<file path="config.mk">
export PLATFORM = sky130hd
export DESIGN_NAME = systolic_ofmap_collector
export DESIGN_NICKNAME = d
export VERILOG_FILES = /design/src/rtl/systolic_pkg.sv /design/src/rtl/collector_fifo.sv /design/src/rtl/systolic_ofmap_collector.sv
export SDC_FILE = /design/constraint.sdc
export NUM_CORES = 1
export LEC_CHECK = 0
export CAP_MARGIN = 0
export CORE_MARGIN = 2
export CORE_UTILIZATION = 45
export DETAILED_ROUTE_END_ITERATION = 8
export SLEW_MARGIN = 40
export SYNTH_ARGS = -nofsm -noshare
export SYNTH_HDL_FRONTEND = slang
export SYNTH_SLANG_ARGS = --single-unit
</file>
<file path="constraint.sdc">
create_clock -name clk -period 24 [get_ports clk]
set_input_delay 2.4 -clock clk [delete_from_list [all_inputs] [get_ports clk]]
set_output_delay 2.4 -clock clk [all_outputs]
set_load 0.02 [all_outputs]
</file>
<file path="src/rtl/systolic_pkg.sv">
// Shared defaults and FSM state encoding for the systolic-array output collector.
package systolic_pkg;

  localparam int AK_BW_DEF  = 20;
  localparam int COLS_DEF   = 5;
  localparam int ACC_BW_DEF = 24;

  typedef enum logic [1:0] {
    ST_IDLE    = 2'd0,
    ST_COLLECT = 2'd1,
    ST_ACCUM   = 2'd2
  } state_e;

endpackage

</file>
<file path="src/rtl/collector_fifo.sv">
// Output-vector FIFO: power-of-2 depth, registered occupancy, head presented combinationally.
module collector_fifo #(
  parameter int WIDTH = 8,
  parameter int DEPTH = 4
) (
  input  logic                       clk,
  input  logic                       rst_n,
  input  logic                       i_push,
  input  logic [WIDTH-1:0]           i_data,
  input  logic                       i_pop,
  output logic [WIDTH-1:0]           o_data,
  output logic [$clog2(DEPTH):0]     o_cnt
);

  localparam int PTR_W = $clog2(DEPTH);
  localparam int CNT_W = PTR_W + 1;

  logic [WIDTH-1:0] mem_q [DEPTH];
  logic [PTR_W-1:0] wr_ptr_q, wr_ptr_d;
  logic [PTR_W-1:0] rd_ptr_q, rd_ptr_d;
  logic [CNT_W-1:0] cnt_q, cnt_d;
  logic             do_push, do_pop;

  assign do_push = i_push && (cnt_q < CNT_W'(DEPTH));
  assign do_pop  = i_pop && (cnt_q != '0);

  always_comb begin
    // NOTE: every output of a combinational block is assigned on every path, so no latch is inferred.
    wr_ptr_d = wr_ptr_q + PTR_W'(do_push);
    rd_ptr_d = rd_ptr_q + PTR_W'(do_pop);
    cnt_d    = cnt_q + CNT_W'(do_push) - CNT_W'(do_pop);
  end

  always_ff @(posedge clk or negedge rst_n) begin
    // NOTE: non-blocking assignments so all flops update from pre-edge values.
    if (!rst_n) begin
      wr_ptr_q <= '0;
      rd_ptr_q <= '0;
      cnt_q    <= '0;
    end else begin
      wr_ptr_q <= wr_ptr_d;
      rd_ptr_q <= rd_ptr_d;
      cnt_q    <= cnt_d;
    end
  end

  // NOTE: storage is deliberately not reset; the head is gated by occupancy so stale words never leak out.
  always_ff @(posedge clk) begin
    if (do_push) mem_q[wr_ptr_q] <= i_data;
  end

  assign o_data = (cnt_q != '0) ? mem_q[rd_ptr_q] : '0;
  assign o_cnt  = cnt_q;

endmodule

</file>
<file path="src/rtl/systolic_ofmap_collector.sv">
// Collects skewed column sums, accumulates num_pass passes with saturation, queues output vectors.
// Define COLLECTOR_RELU_EN to clamp negative lanes to zero as each vector is pushed.
module systolic_ofmap_collector
  import systolic_pkg::*;
#(
  parameter int AK_BW      = AK_BW_DEF,
  parameter int COLS       = COLS_DEF,
  parameter int ACC_BW     = ACC_BW_DEF,
  parameter int FIFO_DEPTH = 4
) (
  input  logic                          clk,
  input  logic                          rst_n,
  input  logic                          i_start,
  input  logic [3:0]                    i_num_pass,
  input  logic                          i_clear,
  input  logic [AK_BW*COLS-1:0]         i_acc_kernel,
  input  logic [COLS-1:0]               i_col_vld,
  output logic [ACC_BW*COLS-1:0]        o_ofmap,
  output logic                          o_vld,
  input  logic                          i_rdy,
  output logic                          o_busy,
  output logic                          o_err,
  output logic [$clog2(FIFO_DEPTH):0]   o_fifo_cnt
);

  localparam int CNT_W = $clog2(FIFO_DEPTH) + 1;
  localparam int VEC_W = ACC_BW * COLS;

  state_e             state_q, state_d;
  logic [COLS-1:0]    mask_q, mask_d;
  logic [3:0]         pass_cnt_q, pass_cnt_d;
  logic [3:0]         num_pass_q, num_pass_d;
  logic [VEC_W-1:0]   acc_q, acc_d;
  logic [VEC_W-1:0]   cap_q, cap_d;
  logic               err_q, err_d;
  logic               push_q, push_d;
  logic [VEC_W-1:0]   push_data_q, push_data_d;

  logic [VEC_W-1:0]   cap_ext, sum_flat, push_flat;
  logic [CNT_W-1:0]   fifo_cnt;
  logic               final_pass, room;

  for (genvar c = 0; c < COLS; c++) begin : g_lane
    logic signed [AK_BW-1:0] ak;
    logic [ACC_BW-1:0]       acc_l, cap_l, sat;
    logic [ACC_BW:0]         wide;

    assign ak    = i_acc_kernel[c*AK_BW +: AK_BW];
    assign acc_l = acc_q[c*ACC_BW +: ACC_BW];
    assign cap_l = cap_q[c*ACC_BW +: ACC_BW];
    assign cap_ext[c*ACC_BW +: ACC_BW] = ACC_BW'(ak);
    assign wide  = {acc_l[ACC_BW-1], acc_l} + {cap_l[ACC_BW-1], cap_l};
    // Disagreeing top two bits mean overflow; clamp toward the sign of the true result.
    assign sat   = (wide[ACC_BW] != wide[ACC_BW-1])
                 ? {wide[ACC_BW], {(ACC_BW-1){~wide[ACC_BW]}}}
                 : wide[ACC_BW-1:0];
    assign sum_flat[c*ACC_BW +: ACC_BW] = sat;
`ifdef COLLECTOR_RELU_EN
    assign push_flat[c*ACC_BW +: ACC_BW] = sat[ACC_BW-1] ? '0 : sat;
`else
    assign push_flat[c*ACC_BW +: ACC_BW] = sat;
`endif
  end

  assign final_pass = (pass_cnt_q == num_pass_q - 4'd1);
  // The vector still in the push stage already owns a slot; a same-cycle pop is not counted.
  assign room = (fifo_cnt + CNT_W'(push_q)) < CNT_W'(FIFO_DEPTH);

  always_comb begin
    state_d     = state_q;
    mask_d      = mask_q;
    pass_cnt_d  = pass_cnt_q;
    num_pass_d  = num_pass_q;
    acc_d       = acc_q;
    cap_d       = cap_q;
    err_d       = err_q;
    push_d      = 1'b0;
    push_data_d = push_data_q;

    case (state_q)
      ST_IDLE: begin
        if (i_start) begin
          state_d    = ST_COLLECT;
          num_pass_d = (i_num_pass == 4'd0) ? 4'd1 : i_num_pass;
        end
      end
      ST_COLLECT: begin
        for (int c = 0; c < COLS; c++) begin
          if (i_col_vld[c]) begin
            if (mask_q[c]) begin
              err_d = 1'b1;
            end else begin
              cap_d[c*ACC_BW +: ACC_BW] = cap_ext[c*ACC_BW +: ACC_BW];
              mask_d[c] = 1'b1;
            end
          end
        end
        if (&mask_d) state_d = ST_ACCUM;
      end
      ST_ACCUM: begin
        mask_d = '0;
        if (!final_pass) begin
          acc_d      = sum_flat;
          pass_cnt_d = pass_cnt_q + 4'd1;
          state_d    = ST_COLLECT;
        end else if (room) begin
          push_d      = 1'b1;
          push_data_d = push_flat;
          acc_d       = '0;
          pass_cnt_d  = '0;
          state_d     = ST_COLLECT;
        end
      end
      default: state_d = ST_IDLE;
    endcase

    if ((state_q != ST_COLLECT) && (|i_col_vld)) err_d = 1'b1;

    if (i_clear) begin
      state_d     = ST_IDLE;
      acc_d       = '0;
      mask_d      = '0;
      pass_cnt_d  = '0;
      cap_d       = cap_q;
      err_d       = err_q;
      push_d      = 1'b0;
      push_data_d = push_data_q;
    end
  end

  always_ff @(posedge clk or negedge rst_n) begin
    if (!rst_n) begin
      state_q     <= ST_IDLE;
      mask_q      <= '0;
      pass_cnt_q  <= '0;
      num_pass_q  <= '0;
      acc_q       <= '0;
      cap_q       <= '0;
      err_q       <= 1'b0;
      push_q      <= 1'b0;
      push_data_q <= '0;
    end else begin
      state_q     <= state_d;
      mask_q      <= mask_d;
      pass_cnt_q  <= pass_cnt_d;
      num_pass_q  <= num_pass_d;
      acc_q       <= acc_d;
      cap_q       <= cap_d;
      err_q       <= err_d;
      push_q      <= push_d;
      push_data_q <= push_data_d;
    end
  end

  collector_fifo #(
    .WIDTH (VEC_W),
    .DEPTH (FIFO_DEPTH)
  ) u_fifo (
    .clk    (clk),
    .rst_n  (rst_n),
    .i_push (push_q),
    .i_data (push_data_q),
    .i_pop  (i_rdy),
    .o_data (o_ofmap),
    .o_cnt  (fifo_cnt)
  );

  assign o_vld      = (fifo_cnt != '0);
  assign o_fifo_cnt = fifo_cnt;
  assign o_busy     = (state_q != ST_IDLE);
  assign o_err      = err_q;

endmodule

</file>
## After elaboration in Yosys (flattened, before gate mapping)

Memories as Yosys holds them, arrays and structs flattened.
Index checks and enable logic that the tools add are counted.

- Add/sub/neg operators: 12
- Magnitude comparators: 2
- Eq/ne operators: 13
- Muxes and demuxes: 52
- Bitwise gates (word level): 11
- Reduce and logical (&&, ||, !) cells: 22

Operators by type and width:

| operator | count |
|---|---|
| 2-to-1 mux 120 bit | 5 |
| adder 24 x 20 -> 25 bit | 5 |
| 2-to-1 mux 24 bit | 5 |
| 2-to-1 mux 1 bit | 29 |
| AND reduction 4 bit | 6 |
| 2-to-1 mux 4 bit | 5 |
| NOT 1 bit | 11 |
| 2-to-1 mux 2 bit | 5 |
| one-hot mux 5 bit (2 select lines) | 1 |
| adder 3 x 1 -> 3 bit | 2 |
| < comparator 3 bit, second input constant | 2 |
| != test 3 bit, second input constant | 2 |
| one-hot mux 2 bit (3 select lines) | 1 |
| AND reduction 2 bit | 3 |
| nonzero test 2 bit | 3 |
| nonzero test 3 bit | 2 |
| 2-to-1 mux 5 bit | 1 |
| != test 1 bit | 5 |
| AND reduction 5 bit | 1 |
| OR reduction 5 bit | 1 |
| adder 2 x 1 -> 2 bit | 2 |
| adder 4 x 1 -> 4 bit, second input constant | 1 |
| == test 4 bit | 1 |
| logical NOT 4 bit | 1 |
| 10 further kinds | 12 |

- Register bits after elaboration: 364
- RAM bits: 480
- Word-level logic and storage cells: 129
- Memories kept: 1

Memory list:

| name | words | bits a word | rd ports | clocked after Yosys merged registers in | write ports | line | text |
|---|---|---|---|---|---|---|---|
| u_fifo.mem_q | 4 | 120 | 1 | 0 | 1 | collector_fifo.sv:18 | `logic [WIDTH-1:0] mem_q [DEPTH];` |

## Depth between registers and ports, before layout

Gate-level depths: netlist of run 1.

- Depth in word-level cells: 13
- Depth in mapped cells: 19
- Gate-level depth less buffers: 17

## Hierarchy

From an unflattened synthesis of run 1, not the netlist that was laid out.

- Cell total of the unflattened synthesis: 2,788
- Area total of the unflattened synthesis: 38,590.8 um2

By module, submodules not included:

| module | instances | cells each | area each (um2) | seq. area each (um2) |
|---|---|---|---|---|
| systolic_ofmap_collector | 1 | 2,000 | 20,099.3 | 8,933.6 |
| collector_fifo | 1 | 788 | 18,491.5 | 14,589.0 |

## Worst setup path before layout of run 1

OpenSTA, ideal clock, no wires.

- Kind: register to register
- From: reg u_fifo.cnt_q[2], in the netlist u_fifo.o_cnt[2]
- To: mem u_fifo.mem_q[0][0] (netlist bit) (enable)
- Setup time: 0.770 ns
- Arrival time: 9.499 ns
- Required time: 23.230 ns
- Path slack: 13.731 ns
- Cell stages (with the launch flop): 3
- Clock period less this slack: 10.269 ns
- Path through: dfrtp_1 > nor2b_1 > nor3b_1

- Cells in the longest elaborated chain, start to end: 4

Ends and longest elaborated chain:

| item | line | text |
|---|---|---|
| start: declaration | collector_fifo.sv:21 | `logic [CNT_W-1:0] cnt_q, cnt_d;` |
| start signal: assignment | collector_fifo.sv:43 | `cnt_q <= cnt_d;` |
| < comparator 3 bit | collector_fifo.sv:24 | `assign do_push = i_push && (cnt_q < CNT_W'(DEPTH));` |
| logical AND 1 bit | collector_fifo.sv:24 |  |
| 2-to-1 mux 1 bit | collector_fifo.sv:49 | `if (do_push) mem_q[wr_ptr_q] <= i_data;` |
| 2-to-1 mux 1 bit (implied by the code) | collector_fifo.sv:49 |  |
| end: declaration | collector_fifo.sv:18 |  |

No other way between the ends.

## Worst setup path after layout of run 1

- From: reg u_fifo.rd_ptr_q[0]
- To: out o_ofmap[67]

- Cells in the longest elaborated chain, start to end: 2

Ends and longest elaborated chain:

| item | line | text |
|---|---|---|
| start: declaration | collector_fifo.sv:20 | `logic [PTR_W-1:0] rd_ptr_q, rd_ptr_d;` |
| start signal: assignment | collector_fifo.sv:42 | `rd_ptr_q <= rd_ptr_d;` |
| memory read (4 x 120 bit) | n/a |  |
| 2-to-1 mux 120 bit | collector_fifo.sv:52 | `assign o_data = (cnt_q != '0) ? mem_q[rd_ptr_q] : '0;` |
| end: declaration | systolic_ofmap_collector.sv:18 | `output logic [ACC_BW*COLS-1:0] o_ofmap,` |

No other way between the ends.

==> reports/results.tsv, run 1 <==
metric	value	unit
Root Driver	clkbuf_16	
GRT Total Usage	21.67	%
n_diodes	0	
r2r endpoint	push_data_q[34]	
setup tns final	0	ps
vias per cell	5.727	
fin crit share	24.56	%
GR Overflow Total	0	
number of H-tree levels	3	
commonest non-fill, non-tap cell in the layout	edfxtp_1	
DR WL/cell	22.44	um
Hold EP	o_err	
Unique masters post-synth	82	
largest net degree at the start of global routing	121	
Final HPWL DP	60.25	mm
# clock sinks	844	
drt drc	0	
chip width	296.3	um
clock slew at reported path FFs	60	ps
flops & latches, synth	844	
vias in the first global route	24808	
area grow syn2layout	17.87	%
antenna-violating nets left	0	
P per Cell Area	130.5	nW/um^2
CTS buffer count	89	
number of synthesized flops with an enable pin	480	
Final setup viols	0	
num rows	107	
share of synthesized registers carrying an async set or reset	43.13	%
Pre-antenna DRT Iters	5	
worst slew pin tran	785.6	ps
I/O Buffers	239	
Starting DRT DRC Count	1709	
Gate Count Post-Synth	2732	
Arrival @ worst endpoint	3500	ps
first-pass GRT wire length	146.5	mm
hold path cells	1	
CP Capture Type	primary output	
post-layout util	53.39	%
RSZ-0062 raised after global routing	no	
worst reg2reg setup slack	19050	ps
Initial Util	45.30	%
via count	24040	
Max Freq	169.6	MHz
Synth Flop Type	edfxtp_1	
Mapped Nets	2986	
Pwr Total	5.914	mW
final hold violations	0	
Hold Buf Count CTS	0	
die area	87790	um^2
proportion of layout cells with a drive suffix above 1	16.21	%
Clk Latency, worst-skew pair	650	ps
postcts setup bufs	0	
Rel. slew slack	47.62	%
fraction of the yosys area taken by sequential cells	61.18	%
Worst Skew	25.63	ps
worst hold path type	flop to flop	
outcome	finished clean	
VDD IR-drop max	0.09365	mV
critical path class	flop to primary output	
most frequent cells in the layout	edfxtp_1, dfrtp_1, clkdlybuf4s50_1	
R2R cell count	17	
initial antenna violation count	2	
Syn. warnings	0	
core area	84880	um^2
routability cong.	0.8499	
clk buf depth	3	
max-slew violations	0	
critical path fanouts, max	42	
Layout fillers	7038	
max-cap viol count	0	
CTS tree	yes	
I/O Pins	240	
# resized after CTS	0	
mapped cell area	38450	um^2
r2r startpoint	cap_q[24]	
startpoint types	flop	
CP required	21600	ps
die height	296.3	um
hold path startpoint	o_err	
total wire length	94.21	mm
Avg Synthesized Cell Area	14.07	um^2
Layout Nets	3232	
min Tclk post-route	5895	ps
leakage	17.55	nW
[worst max-delay path: stages, from the launching register on]
cell and delay, ps:
dfrtp_4 700, buf_12 280, buf_6 530, mux4_2 640, and2_1 180, clkdlybuf4s50_1 530
[cell type report]
| class | count | area [um^2] | area share (%) |
|---|---|---|---|
| timing repair buffer | 278 | 2836 | 6.259 |
| tap | 1144 | 1431 | 3.159 |
| inverter | 52 | 197.7 | 0.4362 |
| clock inverter | 39 | 481.7 | 1.063 |
| multi-input combinational | 1713 | 14310 | 31.59 |
| clock buffer | 128 | 2526 | 5.574 |
| sequential | 844 | 23530 | 51.92 |
[worst max path at each step]
stage | slack, ps | from | to | cells after the start
6_report | 18100 | u_fifo.rd_ptr_q[0] | o_ofmap[67] | 5
2_1_floorplan | 13730 | u_fifo.o_cnt[2] | u_fifo.mem_q[0][0] | 2
5_1_grt | 17840 | u_fifo.rd_ptr_q[0] | o_ofmap[62] | 5
3_3_place_gp | 18220 | u_fifo.rd_ptr_q[0] | o_ofmap[0] | 4
4_1_cts | 17920 | u_fifo.rd_ptr_q[0] | o_ofmap[67] | 5
3_5_place_dp | 18420 | i_clear | push_data_q[64] | 7
[cells by family (layout without fill, tap and decap cells)]
kind of cell               count (synthesis)  after routing  synth area share (%)
DFF                                      844            844                 61.18
AOI/OAI and AO/OA                        635            635                 11.09
and+or+nand+nor                          564            564                 7.404
muxes                                    282            282                 11.78
buffers and inverters                    175            497                 1.770
adders and majority gates                140            140                 4.673
xor gates and xnor gates                  92             92                 2.096
[per-layer routing]
metal  up-vias  GRT usage, %  wire length [um]
met2       600         36.41             46370
met1     12364         30.12             41870
li1      10951             -                 -
met5         -             0                13
met3       123         3.153              4457
met4         2         4.582              1501
[registers in the layout, summed over array words and instances (netlist names)]
| name | cells |
|---|---|
| u_fifo.wr_ptr_q | 2 |
| u_fifo.o_cnt | 3 |
| state_q | 2 |
| push_data_q | 120 |
| u_fifo.mem_q | 480 |
| u_fifo.rd_ptr_q | 2 |
| pass_cnt_q | 4 |
| num_pass_q | 4 |
| o_err | 1 |
| mask_q | 5 |
| acc_q | 120 |
| push_q | 1 |
| cap_q | 100 |
[report_power, final]
group / leakage, nW / internal (mW) / switching [mW]
clock: 1.46 / 0.834 / 0.575
sequential: 9.02 / 1.78 / 0.196
combinational: 7.06 / 1.09 / 1.44
total: 17.5 / 3.70 / 2.21
[cell usage after synthesis (6+ instances only)]
| cell | n | area (um^2) |
|---|---|---|
| a211o_1 | 10 | 87.58 |
| edfxtp_1 | 480 | 14410 |
| mux2i_1 | 6 | 60.06 |
| ha_1 | 134 | 1677 |
| and3_1 | 9 | 56.30 |
| nand3b_1 | 11 | 82.58 |
| a211oi_1 | 24 | 180.2 |
| a22o_1 | 59 | 516.8 |
| o22a_1 | 6 | 52.55 |
| mux4_2 | 120 | 2703 |
| a221o_1 | 27 | 270.3 |
| a31o_2 | 8 | 70.07 |
| a31oi_1 | 17 | 106.4 |
| o21a_1 | 37 | 277.8 |
| or3_1 | 10 | 62.56 |
| inv_1 | 52 | 195.2 |
| o21ai_0 | 175 | 875.8 |
| nand4_1 | 13 | 81.33 |
| nor3_1 | 37 | 185.2 |
| xor2_1 | 45 | 394.1 |
| or2_2 | 9 | 56.30 |
| nand3_1 | 20 | 100.1 |
| mux2_2 | 155 | 1745 |
| fa_1 | 6 | 120.1 |
| nor2_1 | 127 | 476.7 |
| and2_1 | 129 | 807.0 |
| o21bai_1 | 10 | 75.07 |
| buf_1 | 24 | 90.09 |
| a21o_1 | 40 | 300.3 |
| o211ai_1 | 15 | 112.6 |
| nand2_1 | 149 | 559.3 |
| nand2b_1 | 16 | 100.1 |
| xnor2_1 | 47 | 411.6 |
| a21oi_1 | 126 | 630.6 |
| nor2b_1 | 10 | 62.56 |
| dfrtp_1 | 364 | 9109 |
| o31a_1 | 10 | 87.58 |
| clkbuf_1 | 92 | 345.3 |
| o31ai_1 | 21 | 157.7 |
[through the flow]
step                hold slack (ps)  instance area (um^2)  setup slack (ps)  std cells
finish                        469.0                 45320             18100       4198
CTS                           471.7                 45260             17920       4195
detailed placement            445.4                 42250             18420       4028
floorplan                     455.1                 38450             13730       2732
global placement              447.9                 42090             18220       4021
global route                  491.4                 45320             17840       4198
Power figures use the tool's default switching activity.
==> run 2, diff against run 1 <==
- PLACE_DENSITY: default -> 0.66
- clock period: 24 -> 5 ns (I/O delays scaled with it)
==> run 2 against run 1 <==
Combinational power rose to 4.8 times the previous value. Cell count up 0.21%. Sequential cell count unchanged. Worst setup slack worse by 18000 ps. Wire length down 3.1%. Sequential power rose to 4.8 times the previous value. Worst hold slack worse by 77 ps. Critical path depth up 10. Non-clock buffer count up 12. Sequential share of layout area down 0.11 points. Clock power rose to 4.8 times the previous value. Critical path type is now flop to flop. Largest cell class unchanged.
==> reports/results.tsv, run 2 (synthesized netlist as in run 1, its figures left out) <==
metric	value	unit
vias in the first global route	25033	
num rows	107	
worst reg2reg setup slack	500	ps
post-route insts no fill	4207	
setup tns final	0	ps
GR Overflow Total	0	
CTS buffer count	87	
drt drc	0	
Inst Count DP	4040	
r2r startpoint	acc_q[73]	
P per Cell Area	626.1	nW/um^2
commonest non-fill, non-tap cell in the layout	edfxtp_1	
VDD IR-drop max	0.5117	mV
Setup WS pre-CTS	464.5	ps
Comb power frac	43.0	%
fin crit share	89.99	%
P_sw	10.59	mW
P_int	17.84	mW
Layout Nets	3242	
Starting DRT DRC Count	1738	
max-slew violations	0	
vias per cell	5.715	
routability cong.	0.8910	
Biggest register	u_fifo.mem_q	
CTS tree	yes	
postcts setup bufs	0	
Root Driver	clkbuf_16	
CP Capture Type	flop	
final hold violations	0	
Seq pwr share	33.4	%
Rel. slew slack	40.14	%
critical path fanouts, max	8	
GRT Total Usage	21.01	%
antenna-violating nets left	0	
Final HPWL DP	59.45	mm
RSZ-0062 raised after global routing	no	
first-pass GRT wire length	142.6	mm
r2r endpoint	push_data_q[83]	
I/O Buffers	239	
worst slew pin tran	897.9	ps
most frequent cells in the layout	edfxtp_1, dfrtp_1, clkdlybuf4s50_1	
sw frac	37.26	%
via count	24041	
total wire length	91.25	mm
Max Freq	222.3	MHz
Clk Latency, worst-skew pair	640	ps
outcome	finished clean	
Arrival @ worst endpoint	5010	ps
critical path class	flop to flop	
clk buf depth	3	
initial antenna violation count	2	
proportion of layout cells with a drive suffix above 1	16.62	%
max reg flops	480	
Layout fillers	7034	
Clk pwr share	23.6	%
die area	87790	um^2
Worst Skew	20.18	ps
die height	296.3	um
Global Route met3 Usage	3.063	%
chip width	296.3	um
largest net degree at the start of global routing	122	
Initial Util	45.30	%
number of H-tree levels	3	
worst stage delay on the critical path	610	ps
worst setup margin	500.7	ps
clock slew at reported path FFs	60	ps
top flop regs	u_fifo.mem_q (480), acc_q (120), push_data_q (120)	
met2 usage	34.82	%
core area	84880	um^2
R2R cell count	15	
Final setup viols	0	
CP max stage cell	a2111oi_1	
gr busiest metal	met2	
DR WL/cell	21.69	um
worst hold path type	input port to asynchronous set/reset pin	
CP required	5510	ps
crit path cell chain	ha_1, a211oi_1, o21ai_0, a2111oi_1, nor3_1, o41ai_2, o21bai_1, a21oi_1, xnor2_1, ha_1, o211a_1, o21ai_1, buf_4, o21ai_0, mux2_2	
# clock sinks	844	
max-cap viol count	0	
leakage	17.62	nW
area grow syn2layout	18.13	%
Worst setup startpoint	acc_q[73]	
min Tclk post-route	4499	ps
I/O Pins	240	
Pre-antenna DRT Iters	7	
routing usage on met1	28.87	%
startpoint types	flop	
==> run 2: changes by cell type in the layout (fill, tap and decap cells not counted), sizes merged, moves of 2 or more <==
cell / delta
buf: +12
bufinv: +2
inv: -3
clkbuf: -19
clkinv: +16
==> run 2: metal layers <==
layer  wire length [um]  vias to the layer above  part of all wire (%)
met4               2090                        4                   2.3
li1                   -                    10960                     -
met1              40410                    12329                    44
met3               4447                      134                   4.9
met2              44290                      614                    49
met5                 20                        -                 0.022
==> run 2: cell type report <==
class | count | area [um^2] | share of cell area, %
sequential | 844 | 23530 | 51.81
multi-input combinational | 1713 | 14330 | 31.55
timing repair buffer | 290 | 2960 | 6.518
clock buffer | 110 | 2399 | 5.281
tap | 1144 | 1431 | 3.152
clock inverter | 53 | 565.5 | 1.245
inverter | 52 | 200.2 | 0.4408
antenna | 1 | 2.502 | 0.005510
==> run 2: how the worst max path moves through the flow <==
| stage | end | slack (ps) |
|---|---|---|
| after global placement | push_data_q[75] | 560 |
| after CTS | push_data_q[83] | 300 |
| after floorplan | u_fifo.mem_q[2][0] | 560 |
| after detailed placement | push_data_q[83] | 460 |
| after global routing | push_data_q[79] | 70 |
| final | push_data_q[83] | 500 |
==> run 2: repair_timing <==
| item | CTS | global route |
|---|---|---|
| gates resized for setup | 0 | 1 |
| endpoints found under the hold margin | 62 | 0 |
| setup endpoints to repair | 0 | 8 |
| hold buffers | 1 | 0 |
==> run 2: metrics by stage <==
step	instance area, um^2	total power, mW	util, %	hold slack [ps]
floorplan	38460	17.42	-	204.4
global placement	42340	21.51	49.88	449.0
detailed placement	42390	21.80	49.94	473.8
CTS	45370	28.60	53.45	400.0
global route	45410	30.16	53.50	420.4
finish	45420	28.44	53.51	392.5
==> run 2: power groups by stage <==
stage / Sequential, mW / Clock, mW / Combinational (mW)
3_5_place_dp: 9.63 / 0 / 12.2
2_1_floorplan: 9.16 / 0 / 8.25
3_3_place_gp: 9.56 / 0 / 12.0
4_1_cts: 9.50 / 6.85 / 12.3
5_1_grt: 9.63 / 7.12 / 13.4
6_report: 9.49 / 6.71 / 12.2
==> run 2: critical path: cells and delay by family (launching register included) <==
family | cells | cell delay [ps]
multiplexers | 1 | 290
AND/OR/NAND/NOR | 1 | 160
flip-flops | 1 | 400
AO/OA/AOI/OAI | 9 | 2520
buffers and inverters | 1 | 260
adder cells (fa/ha/maj) | 2 | 570
XOR/XNOR | 1 | 160
